<file path="config.mk">
export PLATFORM = sky130hd
export DESIGN_NAME = ptp_ts_capture
export DESIGN_NICKNAME = d
export VERILOG_FILES = /design/src/rtl/ptp_ts_capture.sv
export SDC_FILE = /design/constraint.sdc
export NUM_CORES = 2
export LEC_CHECK = 0
export CAP_MARGIN = 5
export CORE_MARGIN = 1.5
export CORE_UTILIZATION = 50
export CTS_CLUSTER_DIAMETER = 150
export CTS_CLUSTER_SIZE = 10
export DETAILED_ROUTE_END_ITERATION = 8
export HOLD_SLACK_MARGIN = 0.15
export PLACE_DENSITY = 0.77
export SETUP_SLACK_MARGIN = 0.3
export SLEW_MARGIN = 40
export SYNTH_ARGS = -nofsm -noshare
export SYNTH_HDL_FRONTEND = slang
export SYNTH_SLANG_ARGS = --single-unit
</file>
<file path="constraint.sdc">
create_clock -name clk -period 8.5 [get_ports clk]
set_clock_uncertainty 0.05 [all_clocks]
set_input_delay 2.55 -clock clk [delete_from_list [all_inputs] [get_ports clk]]
set_output_delay 2.55 -clock clk [all_outputs]
set_load 0.02 [all_outputs]
</file>
<file path="src/rtl/ptp_ts_capture.sv">
// ptp_ts_capture: latches PTP time on RX/TX start-of-frame pulses, adds per-channel latency,
// and queues {chan, tag, time} records in a first-word-fall-through FIFO with a registered output.
module ptp_ts_capture #(
    parameter int          FIFO_DEPTH = 16,
    parameter logic [15:0] RX_LAT_NS  = 16'd0,
    parameter logic [15:0] TX_LAT_NS  = 16'd0
) (
    input  logic                          clk,
    input  logic                          rst_n,
    input  logic [63:0]                   time_ptp_ns,
    input  logic                          rx_sof,
    input  logic [15:0]                   rx_tag,
    input  logic                          tx_sof,
    input  logic [15:0]                   tx_tag,
    output logic                          ts_valid,
    input  logic                          ts_ready,
    output logic [63:0]                   ts_time,
    output logic [15:0]                   ts_tag,
    output logic                          ts_chan,
    output logic [15:0]                   drop_cnt,
    output logic [$clog2(FIFO_DEPTH):0]   fifo_level
);
    localparam int AW = $clog2(FIFO_DEPTH);
    localparam int RW = 81;

    logic          hold_rx_v, hold_tx_v;
    logic [RW-1:0] hold_rx, hold_tx, wr_data, mem_q;
    logic [RW-1:0] mem [FIFO_DEPTH];
    logic [AW-1:0] wr_ptr, rd_ptr;
    logic          pop, full, wr_en, drain_rx, drain_tx, drop_rx, drop_tx;
    logic          mem_empty, load, mem_wr;
    logic [16:0]   drop_sum;

    assign pop       = ts_valid & ts_ready;
    assign full      = fifo_level == (AW+1)'(FIFO_DEPTH);
    assign wr_en     = (hold_rx_v | hold_tx_v) & (~full | pop);
    assign drain_rx  = wr_en & hold_rx_v;
    assign drain_tx  = wr_en & ~hold_rx_v;
    assign wr_data   = hold_rx_v ? hold_rx : hold_tx;
    assign drop_rx   = rx_sof & hold_rx_v & ~drain_rx;
    assign drop_tx   = tx_sof & hold_tx_v & ~drain_tx;
    assign mem_empty = wr_ptr == rd_ptr;
    assign load      = ~ts_valid | pop;
    // An empty memory with a free output stage lets the write bypass straight to the output
    assign mem_wr    = wr_en & ~(load & mem_empty);
    assign drop_sum  = {1'b0, drop_cnt} + 17'(drop_rx) + 17'(drop_tx);
    assign mem_q     = mem[rd_ptr];

    always_ff @(posedge clk) begin
        if (mem_wr)
            mem[wr_ptr] <= wr_data;
    end

    always_ff @(posedge clk or negedge rst_n) begin
        if (!rst_n) begin
            hold_rx_v  <= 1'b0;
            hold_tx_v  <= 1'b0;
            hold_rx    <= '0;
            hold_tx    <= '0;
            wr_ptr     <= '0;
            rd_ptr     <= '0;
            ts_valid   <= 1'b0;
            ts_time    <= '0;
            ts_tag     <= '0;
            ts_chan    <= 1'b0;
            drop_cnt   <= '0;
            fifo_level <= '0;
        end else begin
            hold_rx_v <= rx_sof | (hold_rx_v & ~drain_rx);
            hold_tx_v <= tx_sof | (hold_tx_v & ~drain_tx);
            if (rx_sof & ~drop_rx)
                hold_rx <= {1'b0, rx_tag, time_ptp_ns + {48'd0, RX_LAT_NS}};
            if (tx_sof & ~drop_tx)
                hold_tx <= {1'b1, tx_tag, time_ptp_ns + {48'd0, TX_LAT_NS}};
            if (mem_wr)
                wr_ptr <= wr_ptr + 1'b1;
            if (load) begin
                ts_valid <= ~mem_empty | wr_en;
                if (!mem_empty) begin
                    {ts_chan, ts_tag, ts_time} <= mem_q;
                    rd_ptr <= rd_ptr + 1'b1;
                end else if (wr_en) begin
                    {ts_chan, ts_tag, ts_time} <= wr_data;
                end
            end
            fifo_level <= fifo_level + (AW+1)'(wr_en) - (AW+1)'(pop);
            drop_cnt   <= drop_sum[16] ? 16'hFFFF : drop_sum[15:0];
        end
    end
endmodule
</file>
* Word level (Yosys, flattened, before mapping) *
Memories as Yosys holds them, arrays and structs flattened.
Index checks and enable logic that the tools add are counted.

word-level totals
  register bits = 274
  memory bits (writable) = 1296
  output and inout bits = 103
  logic and storage cells = 63
  memories = 1

memory list
  name  words  bits a word  rd ports  clocked after memory_dff  wr ports  line  text
  mem   16     81           1         0                         1         28    logic [RW-1:0] mem [FIFO_DEPTH];

cells by class
  add/sub/neg operators = 6
  equal/unequal tests = 3
  multiplexer cells = 10
  bitwise logic cells = 29
  reductions and logical operators = 2

operator list
  kind                                                           count
  64-bit 2-to-1 mux                                              2
  81-bit 2-to-1 mux                                              1
  16-bit 2-to-1 mux                                              3
  16-bit by 1-bit adder with 17-bit output                       1
  17-bit by 1-bit adder with 17-bit output                       1
  1-bit bitwise AND                                              14
  1-bit inverter                                                 9
  4-bit by 1-bit adder with 4-bit output, second input constant  2
  1-bit OR                                                       6
  5-bit by 1-bit adder with 5-bit output                         1
  5-bit == test, second input constant                           1
  5-bit by 1-bit subtractor with 5-bit output                    1
  4-bit == test                                                  1
  1-bit 2-to-1 mux                                               4
  2-bit AND reduction                                            2
  2-bit != test, second input constant                           1

* Logic depth before layout (Yosys ltp) *
  depth in word-level cells = 10
  depth in mapped cells = 13
  depth with buffers taken out = 12

* Least setup slack after synthesis *
OpenSTA, ideal clock, no wires.

  path type = in2reg
  start point = input ts_ready
  end point = memory mem[3][0], enable pin
  setup time = 0.620 ns
  arrival = 8.766 ns
  slack = -0.936 ns
  stages on the path = 5
  path buffers = 0
  path through = and2_1 > o32ai_2 > a21oi_2 > nand2_1 > nor3_1

between the ends
  longest elaborated chain between the ends = 7
  elaborated cells between the ends (all ways) = 9
  classes of those cells = mux (2); bitwise (7)

ends and longest elaborated chain
  item                                        line  text
  from (decl)                                 16    input logic ts_ready,
  1-bit bitwise AND (*)                       34    assign pop = ts_valid & ts_ready;
  1-bit OR                                    43    assign load = ~ts_valid | pop;
  1-bit bitwise AND                           45    assign mem_wr = wr_en & ~(load & mem_empty);
  1-bit inverter                              45
  1-bit bitwise AND (*)                       45
  1-bit 2-to-1 mux (*)                        50    if (mem_wr)
  1-bit 2-to-1 mux (not written as such) (*)  51    mem[wr_ptr] <= wr_data;
  to (decl)                                   28

Mark *: on every way between the ends. The rest lies on a longest branch, timed or not.

* Worst setup path in the final report *
  start point = input ts_ready
  end point = memory mem[12][69], enable pin

Same word-level chain as after synthesis.

==> flow_summary.ini <==
[status]
status = complete, no violations

[floorplanning]
coreArea_mm2 = 0.1204
start_util = 0.5065
die_y_um = 352.3
die_area_mm2 = 0.1241
die_w_um = 352.3
io_pins = 204
row_count = 127

[clock_network]
cts.sinks = 1570
path_clk_slew_ns = 0.05
post_cts_resized = 0
clkLatencyLatePin_ns = 0.79
clockRootBuffer = clkbuf_16
postCtsSetupRepairBufs = 0
hold_buffers = 0
cts_tree = yes
cts_max_level = 4
cts_buffers = 174
cts_buffer_depth = 3

[logic_synthesis]
yosysTopAreaCell = edfxtp_1
synthAdderAreaFrac = 0.003117
synth-edff-count = 1296
ys_seq_elements = 1570
synth_top_family_by_area = multiplexers
syn_nets = 3234
synth_common_cells = edfxtp_1 (1296), dfrtp_1 (274), mux4_2 (243), mux2_2 (242), mux2i_1 (242)
synthXorXnorAreaFrac = 0.003568
syn_area_mm2 = 0.06101
async_flop_share = 0.1745
yosys_warnings = 0
synthCells = 3119
synthTopCellsByArea = edfxtp_1 (64%), dfrtp_1 (11%), mux4_2 (9.0%)
synth_top_flop_cell = edfxtp_1
ys_types = 44
synth-simple-area-share = 0.01760
synth_most_common_cell = edfxtp_1
synth_top_area_share = 0.6379
ys_seq_area_frac = 0.7503
synthMuxAreaShare = 0.1741
synth_area_per_cell_um2 = 19.56
synth_compound_area_frac = 0.03669

[sta]
fin_crit_sh = 0.5876
setup_viol = 0
whs_ns = 0.4318
rsz0062_at_grt = false
hold_violations = 0
slew-limit-headroom = 0.3961
max_freq_ghz = 0.2002
post-route-min-period_ns = 4.994
maxSlewViolCount = 0
worstMarginPinSlew_ns = 0.9058

[route]
drc = 0
drt_iter0_drc = 2990
vias_per_cell = 5.975
first_pass_iters = 5
antenna_left = 0
routedWlPerCell_um = 26.44
dr_total_vias = 30753
wl_mm = 136.1

[grt]
gr-usage-all-layers = 0.2204
gr-total-overflow = 0
grt_pass1_vias = 32431
antenna_found_initial = 1
grt_max_degree = 163
grt_pass1_wl_mm = 206.4

[min_path]
min_path_cells = 2
holdPathEnd = hold_tx[80]
hp-start = hold_tx[80]
hp-class = reg2reg

[final_layout]
drive_gt1_frac = 0.2207
fin_area_mm2 = 0.07050
n_antenna_cell = 0
area.growth.synth_to_final_pct = 15.55
final_nets = 3503
final-instance-count-excl-fill = 5147

[setup_path]
worstReg2RegEnd = mem[12][69]
max_stage_delay_ns = 0.54
critPathArrivalTime_ns = 5.37
cp_cell_sequence = clkdlybuf4s50_1 > and2_1 > o32ai_2 > a21oi_2 > nand2_1 > nor2_4 > buf_16 > buf_12
worstReg2RegStart = rd_ptr[0]
crit_required_ns = 8.87
slowest_stage = nor2_4
endpoint_kind = register
cp_max_fo = 43
reg2regPathDepth = 7
rrSetupSlack_ns = 4.54
critPathLaunchType = primary input
crit_type = in2reg

[placed_design]
hpwl_mm = 74.64
placed_area_mm2 = 0.06527
place.gp.congestion = 0.7641
dp_cells = 4822
port_buffers = 203

[run]
cap_violations = 0

[power_and_ir_drop]
vdd_drop_max_mv = 0.3196
power.total_uw = 25190
p_leak_uw = 0.02376
powerDensity_mw_per_mm2 = 357.4
cells in the final DEF (no fill, tap or decap), types with 79 or more instances in the layout:
cell type / instances
a21oi_1: 85
a22oi_1: 79
a31oi_1: 80
clkbuf_1: 135
clkbuf_16: 175
clkdlybuf4s50_1: 202
dfrtp_1: 270
edfxtp_1: 1296
mux2_2: 242
mux2i_1: 242
mux4_2: 243
nor2_1: 168
o211ai_1: 79
routing by layer:
metal  track usage  routed length, µm
met3       0.03565               9227
met4       0.06862               3286
met2        0.3723              69560
met5             0                 13
met1        0.2950              54010
flip-flops by register name, summed over array words and instances (netlist names):
signal,count
ts_chan,1
hold_rx,80
hold_tx_v,1
ts_time,64
hold_rx_v,1
drop_cnt,16
mem,1296
ts_valid,1
rd_ptr,4
hold_tx,81
wr_ptr,4
fifo_level,5
ts_tag,16
how the worst max path moves through the flow:
| stage | endpoint | cells past startpoint | start |
|---|---|---|---|
| 2_1_floorplan | mem[1][0] | 5 | ts_ready |
| 3_3_place_gp | mem[0][7] | 7 | ts_ready |
| 3_5_place_dp | mem[4][3] | 7 | ts_ready |
| 4_1_cts | mem[4][4] | 7 | ts_ready |
| 5_1_grt | drop_cnt[5] | 11 | ts_ready |
| 6_report | mem[12][69] | 8 | ts_ready |
logic make-up after synthesis:
logic type	Yosys count
and+or+nand+nor	256
adders and majority gates	14
buffers and inverters	192
muxes	727
DFF	1570
xor gates and xnor gates	24
AOI/OAI and AO/OA	336
area by class of cell:
type                            count  area, µm²
Fill cell                        8575      49950
Multi-Input combinational cell   1357      14500
Timing Repair Buffer              275       2985
Clock buffer                      310       4886
Tap cell                         1612       2017
Clock inverter                     13      274.0
Inverter                           10      42.54
Sequential cell                  1570      45790
critical path: cells and delay by family:
kind | cells | cell delay (ns)
buf+inv | 3 | 1.05
compound gates | 2 | 0.61
simple gates | 3 | 1.09
power breakdown:
part	switching, µW	internal [µW]
clock network	2940	3900
logic	4460	3070
registers	687	10100
total	8090	17100
metrics by stage:
stage	util	setup TNS [ns]	worst slack (ns)
after floorplan	-	-145.62	-0.8989
after detailed placement	0.5419	0	2.525
after global routing	0.5853	0	3.259
final	0.5853	0	3.506
after global placement	0.5393	0	2.392
after CTS	0.5847	0	3.323
Power figures use the tool's default switching activity.
